File: src/rtl/addition_pkg.sv
// Shared widths and status flags for the FP-add normalization stage.
package addition_pkg;
  localparam int MENT_WIDTH_DEF = 23;
  localparam int EXPO_WIDTH_DEF = 8;
  localparam int GUARD_BITS_DEF = 3;

  // Sum layout is {carry, hidden, fraction, guard}.
  function automatic int sum_width(input int ment_w, input int guard_b);
    return ment_w + guard_b + 2;
  endfunction

  localparam int SUM_W_DEF = sum_width(MENT_WIDTH_DEF, GUARD_BITS_DEF);

  typedef struct packed {
    logic zero;
    logic overflow;
    logic underflow;
  } status_t;
endpackage

File: src/rtl/leading_zero_counter.sv
// Combinational priority encoder: number of zeros above the highest set bit.
module leading_zero_counter #(
  parameter int W  = 27,
  parameter int CW = $clog2(W + 1)
) (
  input  logic [W-1:0]  in_i,
  output logic [CW-1:0] cnt_o
);
  // Ascending scan: the highest set bit is written last and wins.
  always_comb begin
    cnt_o = CW'(W);
    for (int i = 0; i < W; i++) begin
      if (in_i[i]) cnt_o = CW'(W - 1 - i);
    end
  end
endmodule

File: src/rtl/addition_normalizer_pipe.sv
// Two-stage normalizer for an FP adder: S1 captures the sum plus its leading-zero
// count, S2 shifts/adjusts the exponent and raises zero/overflow/underflow.
module addition_normalizer_pipe
  import addition_pkg::*;
#(
  parameter int MENT_WIDTH = MENT_WIDTH_DEF,
  parameter int EXPO_WIDTH = EXPO_WIDTH_DEF,
  parameter int GUARD_BITS = GUARD_BITS_DEF,
  localparam int SUM_W     = sum_width(MENT_WIDTH, GUARD_BITS)
) (
  input  logic                  clk,
  input  logic                  rst,
  input  logic                  in_valid,
  output logic                  in_ready,
  input  logic                  in_sign,
  input  logic [EXPO_WIDTH-1:0] in_exponent,
  input  logic [SUM_W-1:0]      in_sum,
  output logic                  out_valid,
  input  logic                  out_ready,
  output logic                  out_sign,
  output logic [EXPO_WIDTH-1:0] out_exponent,
  output logic [SUM_W-2:0]      out_mantissa,
  output logic                  out_zero,
  output logic                  out_overflow,
  output logic                  out_underflow
);
  localparam int MAN_W = SUM_W - 1;
  localparam int LZ_W  = $clog2(SUM_W);
  localparam int XW    = EXPO_WIDTH + 1;

  logic [2:1]            vld_q;
  logic                  s1_sign_q;
  logic [EXPO_WIDTH-1:0] s1_exp_q;
  logic [SUM_W-1:0]      s1_sum_q;
  logic [LZ_W-1:0]       s1_lz_q;
  logic [LZ_W-1:0]       lz;

  logic                  sign_q;
  logic [EXPO_WIDTH-1:0] exp_q, exp_d;
  logic [MAN_W-1:0]      mant_q, mant_d;
  status_t               flags_q, flags_d;

  logic s1_ready, s2_ready;
  assign s2_ready = !vld_q[2] || out_ready;
  assign s1_ready = !vld_q[1] || s2_ready;
  assign in_ready = !rst && s1_ready;

  leading_zero_counter #(.W(MAN_W), .CW(LZ_W)) u_lzc (
    .in_i  (in_sum[MAN_W-1:0]),
    .cnt_o (lz)
  );

  // Exponent math is one bit wider so +1 and compares never wrap.
  logic [XW-1:0] exp_x, lz_x, inc_x, shamt_x;
  assign exp_x   = {1'b0, s1_exp_q};
  assign lz_x    = XW'(s1_lz_q);
  assign inc_x   = exp_x + XW'(1);
  assign shamt_x = (exp_x == '0) ? '0 : exp_x - XW'(1);

  always_comb begin
    mant_d  = s1_sum_q[MAN_W-1:0];
    exp_d   = s1_exp_q;
    flags_d = '0;
    if (&s1_exp_q) begin
      // Inf/NaN: pass through untouched
    end else if (s1_sum_q[SUM_W-1]) begin
      if (inc_x == {1'b0, {EXPO_WIDTH{1'b1}}}) begin
        exp_d            = '1;
        mant_d           = '0;
        flags_d.overflow = 1'b1;
      end else begin
        exp_d  = inc_x[EXPO_WIDTH-1:0];
        mant_d = s1_sum_q[SUM_W-1:1] | MAN_W'(s1_sum_q[0]);
      end
    end else if (s1_sum_q == '0) begin
      exp_d        = '0;
      mant_d       = '0;
      flags_d.zero = 1'b1;
    end else if (lz_x < exp_x) begin
      // lz < exponent, so this subtraction cannot go below 1
      mant_d = s1_sum_q[MAN_W-1:0] << s1_lz_q;
      exp_d  = s1_exp_q - EXPO_WIDTH'(s1_lz_q);
    end else begin
      mant_d            = s1_sum_q[MAN_W-1:0] << shamt_x;
      exp_d             = '0;
      flags_d.underflow = 1'b1;
    end
  end

  always_ff @(posedge clk) begin
    if (rst) begin
      vld_q     <= '0;
      s1_sign_q <= 1'b0;
      s1_exp_q  <= '0;
      s1_sum_q  <= '0;
      s1_lz_q   <= '0;
      sign_q    <= 1'b0;
      exp_q     <= '0;
      mant_q    <= '0;
      flags_q   <= '0;
    end else begin
      if (s1_ready) begin
        vld_q[1] <= in_valid;
        if (in_valid) begin
          s1_sign_q <= in_sign;
          s1_exp_q  <= in_exponent;
          s1_sum_q  <= in_sum;
          s1_lz_q   <= lz;
        end
      end
      if (s2_ready) begin
        vld_q[2] <= vld_q[1];
        if (vld_q[1]) begin
          sign_q  <= s1_sign_q;
          exp_q   <= exp_d;
          mant_q  <= mant_d;
          flags_q <= flags_d;
        end
      end
    end
  end

  assign out_valid     = vld_q[2];
  assign out_sign      = sign_q;
  assign out_exponent  = exp_q;
  assign out_mantissa  = mant_q;
  assign out_zero      = flags_q.zero;
  assign out_overflow  = flags_q.overflow;
  assign out_underflow = flags_q.underflow;
endmodule

File: config.mk
export PLATFORM = sky130hd
export DESIGN_NAME = addition_normalizer_pipe
export DESIGN_NICKNAME = d
export VERILOG_FILES = /design/src/rtl/addition_pkg.sv /design/src/rtl/leading_zero_counter.sv /design/src/rtl/addition_normalizer_pipe.sv
export SDC_FILE = /design/constraint.sdc
export NUM_CORES = 1
export LEC_CHECK = 0
export CAP_MARGIN = 20
export CORE_AREA = 4 4 166 168
export CTS_CLUSTER_SIZE = 25
export DETAILED_ROUTE_END_ITERATION = 10
export DIE_AREA = 0 0 170 172
export PLACE_DENSITY_LB_ADDON = 0.3
export SETUP_SLACK_MARGIN = 0.02
export SKIP_CTS_REPAIR_TIMING = 1
export SLEW_MARGIN = 40
export SYNTH_ARGS = -nofsm -noshare
export SYNTH_HDL_FRONTEND = slang
export SYNTH_SLANG_ARGS = --single-unit
File: constraint.sdc
create_clock -name clk -period 3.25 [get_ports clk]
set_input_delay 0.325 -clock clk [delete_from_list [all_inputs] [get_ports clk]]
set_output_delay 0.325 -clock clk [all_outputs]
set_load 0.02 [all_outputs]
==> impl_metrics.toml, run 1 <==
[yosys]
ys_async_sr_fraction = 0
synth_compound_area_frac = 0.278
synth_top_family_by_area = "compound AO/OA/AOI/OAI gates"
synth_area_leaders = "dfxtp_1 (26%), nand2_1 (9.0%), mux2i_1 (7.8%)"
syn-num-nets = 949
synth_top_cell_area_share = 0.259
yosysWarnings = 0
avgSynthCellArea_um2 = 7.14
ys_seq_area_frac = 0.259
synth_area_um2 = 6410
synth_cell_types = 76
synthCells = 898
synth_top_area_cell = "dfxtp_1"
synthXorXnorAreaFrac = 0.0205
ys_ff_latch = 83
synth_ff_type = "dfxtp_1"
synthAdderAreaFrac = 0.0207
synth_edf_count = 0
synthMuxAreaShare = 0.0863
yosys.area_share.simple = 0.266

[power_and_ir_drop]
p_leak_nw = 3.55
power_density_nw_per_um2 = 460
ir_drop_uv = 261

[global_routing]
overflow = 0
grt_pass1_wl_mm = 42.3
antenna_found_initial = 0
grt_usage = 0.183
grt_max_degree = 62
grt_pass1_vias = 7286

[clock_tree]
cts_max_level = 3
root_buffer = "clkbuf_16"
clk_latency_ns = 0.34
clock-sinks = 83
clkTransAtPathRegs_ns = 0.07
cts_tree = "done"
cts.path.max_buffers = 2
numCtsBuffers = 9

[floorplanning]
num_rows = 59
die_h_um = 172
die_area_um2 = 29200
start_util = 0.247
die_w_um = 170
core_area_um2 = 25900
ioPinCount = 82

[sta]
setup_slack_ns = -0.176
hold_violations = 0
finalClockSkew_ns = 0.0103
tightest_slew_ns = 0.735
fin_crit_ns = 3.43
fmaxAchievable_mhz = 292
max_slew_margin = 0.510
drv_slew = 0
fin_crit_sh = 1.05
setup_violations = 14
rsz0062_at_grt = "true"

[cells_and_area]
drive_gt1_frac = 0.248
fill_cells = 2659
final_nets = 1112
multiInputGateArea_um2 = 4880
fin_area_um2 = 9480
layout_common_cells = "nand2_1 (152), buf_4 (139), a21oi_1 (89), dfxtp_1 (81), clkdlybuf4s50_1 (80)"
diodes = 0
synthToLayoutAreaGrowth_pct = 47.9
seqCellArea_um2 = 1670
final_common_cell = "nand2_1"

[drt]
avgViaCountPerCell = 5.47
ant_nets = 0
drcViolationCount = 0
wl_per_cell_um = 20.4
vias = 7663
drt_pass1_iterations = 8
wl_mm = 28.6
drt_iter0_markers = 806

[flow_run]
drv_cap = 0

[setup_path]
critical_path_class = "reg -> reg"
critPathMaxFanout = 5
worstSetupStartpointType = "flop"
r2r_slack_ns = -0.18
reg2regPathDepth = 16
crit_required_ns = 3.54
critPathCaptureType = "flop"
crit_arrival_ns = 3.72

[placed_design]
portBuffers = 81
place_area_um2 = 8420
dp_hpwl_mm = 21.0
place_ws_ns = -0.154
gp_congestion = 0.954

[min_path]
hold_path.class = "in -> reg"
worstHoldPathCells = 2

[outcome]
status = "complete, but fails checks"
violations = "setup timing"
==> flip-flops by register name (all words and copies together) (netlist names) <==
register / count
s1_sum_q: 28
out_mantissa: 27
out_exponent: 8
s1_exp_q: 8
s1_lz_q: 5
vld_q: 2
out_overflow: 1
out_sign: 1
out_underflow: 1
out_zero: 1
s1_sign_q: 1
==> report_power, final <==
part,total (mW),switching (mW),internal (mW)
Combinational,2.15,1.18,0.970
Sequential,1.13,0.0475,1.08
Clock,1.09,0.482,0.607
Total,4.36,1.71,2.66
==> Yosys cell counts (all sizes together) (4+ instances only) <==
cell / count
o2111ai: 10
nor2b: 13
nor3: 42
xnor2: 13
ha: 9
o21a: 6
a221oi: 14
buf: 19
nand2: 155
a31oi: 5
and2: 12
or3: 5
a211oi: 11
a32oi: 4
o311ai: 5
clkbuf: 67
a21oi: 92
mux2i: 50
o21bai: 4
nand2b: 8
a21o: 4
o22ai: 6
dfxtp: 83
nor4: 21
mux2: 4
o221a: 6
nand3: 24
o21ai: 45
o211ai: 18
a221o: 5
nor2: 64
and3: 5
inv: 18
==> final cells by class <==
class                           instances  share of cell area
Inverter                               18             0.00766
Sequential cell                        83               0.176
Multi-Input combinational cell        711               0.515
Tap cell                              335              0.0442
Timing Repair Buffer                  238               0.226
Clock buffer                           10              0.0242
Clock inverter                          6             0.00779
==> metal layers <==
metal  wire length (um)  vias to the layer above  global-route usage
met4               1030                        0              0.0670
li1                   -                     3603                   -
met3               2010                       59              0.0263
met2              13300                      372               0.299
met1              12200                     3629               0.248
met5                  0                        -                   0
==> per-stage QoR <==
| step | TNS, ns | hold WS, ns | power, mW | utilization | instances |
|---|---|---|---|---|---|
| 2_1_floorplan | -0.0489 | 0.432 | 2.13 | - | 898 |
| 3_3_place_gp | -1.19 | 0.438 | 2.88 | 0.325 | 1367 |
| 3_5_place_dp | -1.40 | 0.445 | 2.88 | 0.325 | 1367 |
| 4_1_cts | -1.83 | 0.323 | 3.96 | 0.337 | 1383 |
| 5_1_grt | -2.39 | 0.309 | 4.52 | 0.366 | 1401 |
| 6_report | -0.803 | 0.307 | 4.36 | 0.366 | 1401 |
==> logic make-up (layout without fill, tap and decap cells) <==
group | count (synthesis) | in the layout
AOI/OAI and AO/OA | 267 | 267
xor gates and xnor gates | 15 | 15
muxes | 54 | 54
DFF | 83 | 83
and+or+nand+nor | 365 | 365
adders and majority gates | 10 | 10
buffers and inverters | 104 | 272
==> final timing paths <==
check	from	endpoint
setup / recovery	s1_exp_q[0]$_SDFFE_PP0P_	out_mantissa[21]$_SDFFE_PP0P_
hold / removal	rst	out_mantissa[19]$_SDFFE_PP0P_
setup reg to reg	s1_exp_q[0]$_SDFFE_PP0P_	out_mantissa[21]$_SDFFE_PP0P_
hold reg to reg	s1_sign_q$_SDFFE_PP0P_	out_sign$_SDFFE_PP0P_
==> critical path, cell delays in order (launching register included) <==
cell	delay, ns
dfxtp_4	0.35
clkinv_4	0.05
ha_4	0.12
inv_2	0.04
fa_2	0.33
a21o_1	0.18
a211o_1	0.37
nand2_8	0.14
mux2i_4	0.31
buf_12	0.15
clkbuf_16	0.14
mux2i_2	0.08
mux2_4	0.28
or2_4	0.23
a311oi_2	0.33
buf_4	0.17
o21a_1	0.10
Note: power is estimated with default switching activity, not from simulation.
==> run 2, diff against run 1 <==
--- a/config.mk
+++ b/config.mk
@@ -10,6 +10,7 @@
 export CTS_CLUSTER_SIZE = 25
 export DETAILED_ROUTE_END_ITERATION = 10
 export DIE_AREA = 0 0 170 172
+export GPL_TIMING_DRIVEN = 0
 export PLACE_DENSITY_LB_ADDON = 0.3
 export SETUP_SLACK_MARGIN = 0.02
 export SKIP_CTS_REPAIR_TIMING = 1
==> run 2 against run 1 <==
  * The flow still finishes with violations (setup timing)
  * Clock skew is 0.00093 ns lower
  * Global-route usage is 0.61 points higher
  * Sequential share of layout area is 0.42 points higher
  * Die area did not move
  * Hold slack better by 0.15 ns
  * Critical path depth increased by 1
  * Highest routed layer unchanged
==> impl_metrics.toml, run 2 (synthesis gave the netlist of run 1 again) <==
[floorplanning]
ioPinCount = 82
die_w_um = 170
start_util = 0.247
die_h_um = 172
num_rows = 59
core_area_um2 = 25900
die_area_um2 = 29200

[sta]
fin_crit_sh = 1.11
tns_ns = -5.33
fin_crit_ns = 3.61
drv_slew = 0
tightest_slew_ns = 0.851
max_slew_margin = 0.433
rsz0062_at_grt = "true"
hold_violations = 0
setup_violations = 26
setup_slack_ns = -0.356
fmaxAchievable_mhz = 277
finalClockSkew_ns = 0.00933

[cells_and_area]
fin_area_um2 = 9320
synthToLayoutAreaGrowth_pct = 45.4
largest_reg_flops = 28
final_nets = 1099
layout_common_cells = "nand2_1 (150), a21oi_1 (85), clkdlybuf4s50_1 (81), dfxtp_1 (76), nor2_1 (59)"
fill_cells = 2679
largest_register = "s1_sum_q"
final_common_cell = "nand2_1"
drive_gt1_frac = 0.215

[placed_design]
dp_hpwl_mm = 21.6
gp_congestion = 0.967
portBuffers = 81
place_area_um2 = 7720
place_ws_ns = -1.45

[setup_path]
critPathCaptureType = "flop"
critPathMaxFanout = 5
worstSetupStartpointType = "flop"
path_cells = "buf_12 -> clkinv_8 -> ha_4 -> inv_2 -> fa_2 -> a21o_4 -> a211o_1 -> buf_6 -> nand2_8 -> mux2i_4 -> buf_12 -> buf_12 -> mux2i_2 -> mux2_4 -> or2_4 -> a311oi_4 -> o21a_1"
critical_path_class = "reg -> reg"
critPathTopFamily = "compound AO/OA/AOI/OAI gates"
crit_required_ns = 3.54
slowest_delay_ns = 0.35
cp_slowest_cell = "fa_2"
critical_path_buf_inv_count = 6
reg2regPathDepth = 17
crit_path_frequent_cell = "buf_12"
worst-path-stages = 17
crit_arrival_ns = 3.90

[outcome]
violations = "setup timing"
status = "complete, but fails checks"

[power_and_ir_drop]
clkPwrFrac = 0.256
p_leak_nw = 3.31
seq_power_share = 0.262
p_sw_mw = 1.76
power_density_nw_per_um2 = 467
pwr-share-comb = 0.482
p_sw_frac = 0.404
ir_drop_uv = 229
p_int_mw = 2.59

[global_routing]
grt_pass1_vias = 7152
grt_pass1_wl_mm = 43.3
grt_max_degree = 17
grt_usage = 0.190
antenna_found_initial = 0
overflow = 0

[drt]
wl_per_cell_um = 21.4
wl_mm = 29.7
drcViolationCount = 0
ant_nets = 0
drt_iter0_markers = 741
drt_pass1_iterations = 5
vias = 7785
avgViaCountPerCell = 5.60

[clock_tree]
cts.path.max_buffers = 2
cts_tree = "done"
numCtsBuffers = 9
root_buffer = "clkbuf_16"
clkTransAtPathRegs_ns = 0.07
clk_latency_ns = 0.35
clock-sinks = 83
cts_max_level = 3

[min_path]
hold_path.class = "reg -> reg"
worstHoldPathCells = 2

[flow_run]
drv_cap = 0
-- run 2: changes by cell type in the layout (fill, tap and decap cells not counted), sizes merged --
| cell | previous run | this run |
|---|---|---|
| a21boi | 1 | 2 |
| buf | 156 | 80 |
| clkinv | 2 | 3 |
| diode | 0 | 1 |
| clkdlybuf4s50 | 80 | 81 |
| inv | 19 | 20 |
| clkinvlp | 2 | 1 |
| clkbuf | 12 | 72 |
-- run 2: worst register-to-register path, cell delays in order, from the launching register on --
cell      delay, ns
dfxtp_2        0.34
buf_12         0.13
clkinv_8       0.05
ha_4           0.13
inv_2          0.03
fa_2           0.35
a21o_4         0.23
a211o_1        0.31
buf_6          0.14
nand2_8        0.10
mux2i_4        0.26
buf_12         0.15
buf_12         0.15
mux2i_2        0.10
mux2_4         0.32
or2_4          0.24
a311oi_4       0.33
o21a_1         0.20
-- run 2: final timing paths --
path,startpoint,to,slack [ns]
worst max-delay path,s1_exp_q[0]$_SDFFE_PP0P_,out_mantissa[21]$_SDFFE_PP0P_,-0.36
worst min-delay path,s1_sign_q$_SDFFE_PP0P_,out_sign$_SDFFE_PP0P_,0.46
worst max register to register,s1_exp_q[0]$_SDFFE_PP0P_,out_mantissa[21]$_SDFFE_PP0P_,-0.36
worst min register to register,s1_sign_q$_SDFFE_PP0P_,out_sign$_SDFFE_PP0P_,0.46
-- run 2: final cells by class --
cell class	count	area [um^2]	area share
diodes	1	2.50	0.000269
plain buffers	84	487	0.0522
clock buffers	9	225	0.0242
clock inverters	7	83.8	0.00900
inverters	18	83.8	0.00900
multi-input cells	712	5010	0.538
flip-flops and latches	83	1680	0.180
well taps	335	419	0.0450
repair buffers	140	1330	0.142
-- run 2: power groups by stage --
stage                     Sequential (mW)  Combinational, mW  Clock, mW
after CTS                            1.14               1.50       1.12
after global routing                 1.15               2.19       1.16
after global placement               1.16               1.50          0
after detailed placement             1.16               1.49          0
final                                1.14               2.10       1.11
after floorplan                      1.18              0.953          0
-- run 2: routing by layer --
layer / track usage / routed length [um] / vias up
met5: 0 / 0 / -
met4: 0.0722 / 1140 / 0
met3: 0.0311 / 1950 / 90
met2: 0.315 / 14100 / 370
met1: 0.247 / 12600 / 3734
li1: - / - / 3591
-- run 2: metrics by stage --
stage / utilization / hold WS [ns] / instances / power, mW
2_1_floorplan: - / 0.432 / 898 / 2.13
6_report: 0.360 / 0.456 / 1389 / 4.35
3_3_place_gp: 0.298 / 0.440 / 1314 / 2.66
5_1_grt: 0.360 / 0.493 / 1388 / 4.50
3_5_place_dp: 0.298 / 0.450 / 1314 / 2.65
4_1_cts: 0.310 / 0.461 / 1330 / 3.76
==> run 3, diff against run 2 <==
--- a/config.mk
+++ b/config.mk
@@ -7,11 +7,13 @@
 export LEC_CHECK = 0
 export CAP_MARGIN = 20
 export CORE_AREA = 4 4 166 168
+export CTS_BUF_LIST = sky130_fd_sc_hd__clkbuf_8
 export CTS_CLUSTER_SIZE = 25
 export DETAILED_ROUTE_END_ITERATION = 10
 export DIE_AREA = 0 0 170 172
 export GPL_TIMING_DRIVEN = 0
 export PLACE_DENSITY_LB_ADDON = 0.3
+export RECOVER_POWER = 100
 export SETUP_SLACK_MARGIN = 0.02
 export SKIP_CTS_REPAIR_TIMING = 1
 export SLEW_MARGIN = 40
==> run 3 against run 2 <==
  * The flow still finishes with violations (setup timing)
  * Sequential share of layout area up 1.2 points
  * Wire length down 1.0%
  * Combinational power is 11% lower
  * Sequential cell count unchanged
  * Utilization decreased by 2.3 points
==> impl_metrics.toml, run 3 (synthesis gave the netlist of run 1 again) <==
[outcome]
status = "complete, but fails checks"
violations = "setup timing"

[drt]
wl_met3_mm = 1.86
top_layer_used = "met4"
wl_mm = 29.4
avgViaCountPerCell = 5.65
dr_wl_met2_mm = 13.9
vias = 7697
drcViolationCount = 0
met1_length_mm = 12.7
ant_nets = 0
drt_pass1_iterations = 5
wl_per_cell_um = 21.6
drt_iter0_markers = 742

[floorplanning]
core_area_um2 = 25900
num_rows = 59
start_util = 0.247
die_h_um = 172
ioPinCount = 82
die_area_um2 = 29200
die_w_um = 170

[placed_design]
place_inst = 1314
dp_hpwl_mm = 21.6
portBuffers = 81
gp_congestion = 0.967

[global_routing]
grt_pass1_vias = 7121
grt_max_degree = 17
grt_usage = 0.189
antenna_found_initial = 0
grt_pass1_wl_mm = 43.2
overflow = 0

[min_path]
hold_path.class = "reg -> reg"

[setup_path]
critical_path_class = "reg -> reg"
path_cells = "buf_12 -> clkinv_8 -> ha_4 -> inv_2 -> fa_2 -> a21o_4 -> a211o_1 -> buf_6 -> nand2_8 -> mux2_4 -> buf_6 -> mux2i_1 -> mux2i_2 -> buf_4 -> a22o_1 -> a221oi_2 -> nor3_1"
crit_required_ns = 3.52
slowest_delay_ns = 0.38
critPathMaxFanout = 10
crit_path_frequent_cell = "buf_6"
worstSetupStartpointType = "flop"
crit_arrival_ns = 3.90
cp_slowest_cell = "mux2_4"
critPathCaptureType = "flop"

[sta]
fmaxAchievable_mhz = 275
fin_crit_sh = 1.12
finalClockSkew_ns = 0.0193
setup_slack_ns = -0.387
rsz0062_at_grt = "true"
drv_slew = 0
fin_crit_ns = 3.64
max_slew_margin = 0.455
tns_ns = -6.76
tightest_slew_ns = 0.817
hold_violations = 0
setup_violations = 26

[clock_tree]
clkTransAtPathRegs_ns = 0.10
cts_max_level = 3
root_buffer = "clkbuf_8"
clock-sinks = 83
clk_latency_ns = 0.38
cts_tree = "done"
cts.path.max_buffers = 2
numCtsBuffers = 9

[cells_and_area]
drive_gt1_frac = 0.167
largest_reg_flops = 28
synthToLayoutAreaGrowth_pct = 36.2
layout_common_cells = "nand2_1 (153), a21oi_1 (87), dfxtp_1 (76), nor2_1 (59), clkbuf_1 (55)"
instances_no_fill = 1363
largest_register = "s1_sum_q"
final_nets = 1073
final_common_cell = "nand2_1"

[power_and_ir_drop]
p_leak_nw = 3.19
ir_drop_uv = 186
totalPowerFinal_mw = 3.83
power_density_nw_per_um2 = 439

[flow_run]
drv_cap = 0
-- run 3: cell count changes in the layout (fill, tap and decap cells not counted), sizes merged --
cell           previous run  this run
clkbuf                   72        76
dlygate4sd3               0        42
clkdlybuf4s50            81        39
buf                      80        50
-- run 3: final cells by class --
cell class                 count  area (um^2)
tap                          335          419
buffer                        84          462
clock inverter                 7         83.8
timing repair buffer         114         1090
fill                        2733        17200
antenna                        1         2.50
sequential                    83         1680
clock buffer                   9          124
multi-input combinational    712         4790
inverter                      18         83.8
-- run 3: where the power goes --
group | internal (mW) | switching (mW)
registers | 1.08 | 0.0608
logic | 0.744 | 1.12
clock network | 0.372 | 0.458
-- run 3: metal layers --
| metal | up-vias | track usage |
|---|---|---|
| li1 | 3540 | - |
| met1 | 3729 | 0.249 |
| met3 | 69 | 0.0279 |
| met5 | - | 0 |
| met2 | 359 | 0.318 |
| met4 | 0 | 0.0660 |
-- run 3: worst paths after layout --
kind | startpoint | end | slack, ns | cells after the start
worst max-delay path | s1_exp_q[0]$_SDFFE_PP0P_ | out_mantissa[8]$_SDFFE_PP0P_ | -0.39 | 17
worst min-delay path | s1_sign_q$_SDFFE_PP0P_ | out_sign$_SDFFE_PP0P_ | 0.46 | 2
worst max register to register | s1_exp_q[0]$_SDFFE_PP0P_ | out_mantissa[8]$_SDFFE_PP0P_ | -0.39 | 17
worst min register to register | s1_sign_q$_SDFFE_PP0P_ | out_sign$_SDFFE_PP0P_ | 0.46 | 2
-- run 3: worst max-delay path: cells and delay by family, from the launching register on --
| family | cells | cell delay [ns] |
|---|---|---|
| flip-flops | 1 | 0.35 |
| adder cells (fa/ha/maj) | 2 | 0.47 |
| AND/OR/NAND/NOR | 2 | 0.20 |
| multiplexers | 3 | 0.74 |
| buffers and inverters | 6 | 0.70 |
| AO/OA/AOI/OAI | 4 | 1.04 |
-- run 3: through the flow --
stage	util	setup slack [ns]	hold WS [ns]	area (um^2)
2_1_floorplan	-	-0.0324	0.432	6490
3_3_place_gp	0.298	-1.41	0.440	7720
3_5_place_dp	0.298	-1.45	0.450	7720
4_1_cts	0.306	-1.47	0.465	7930
5_1_grt	0.337	-0.463	0.489	8720
6_report	0.337	-0.387	0.460	8730
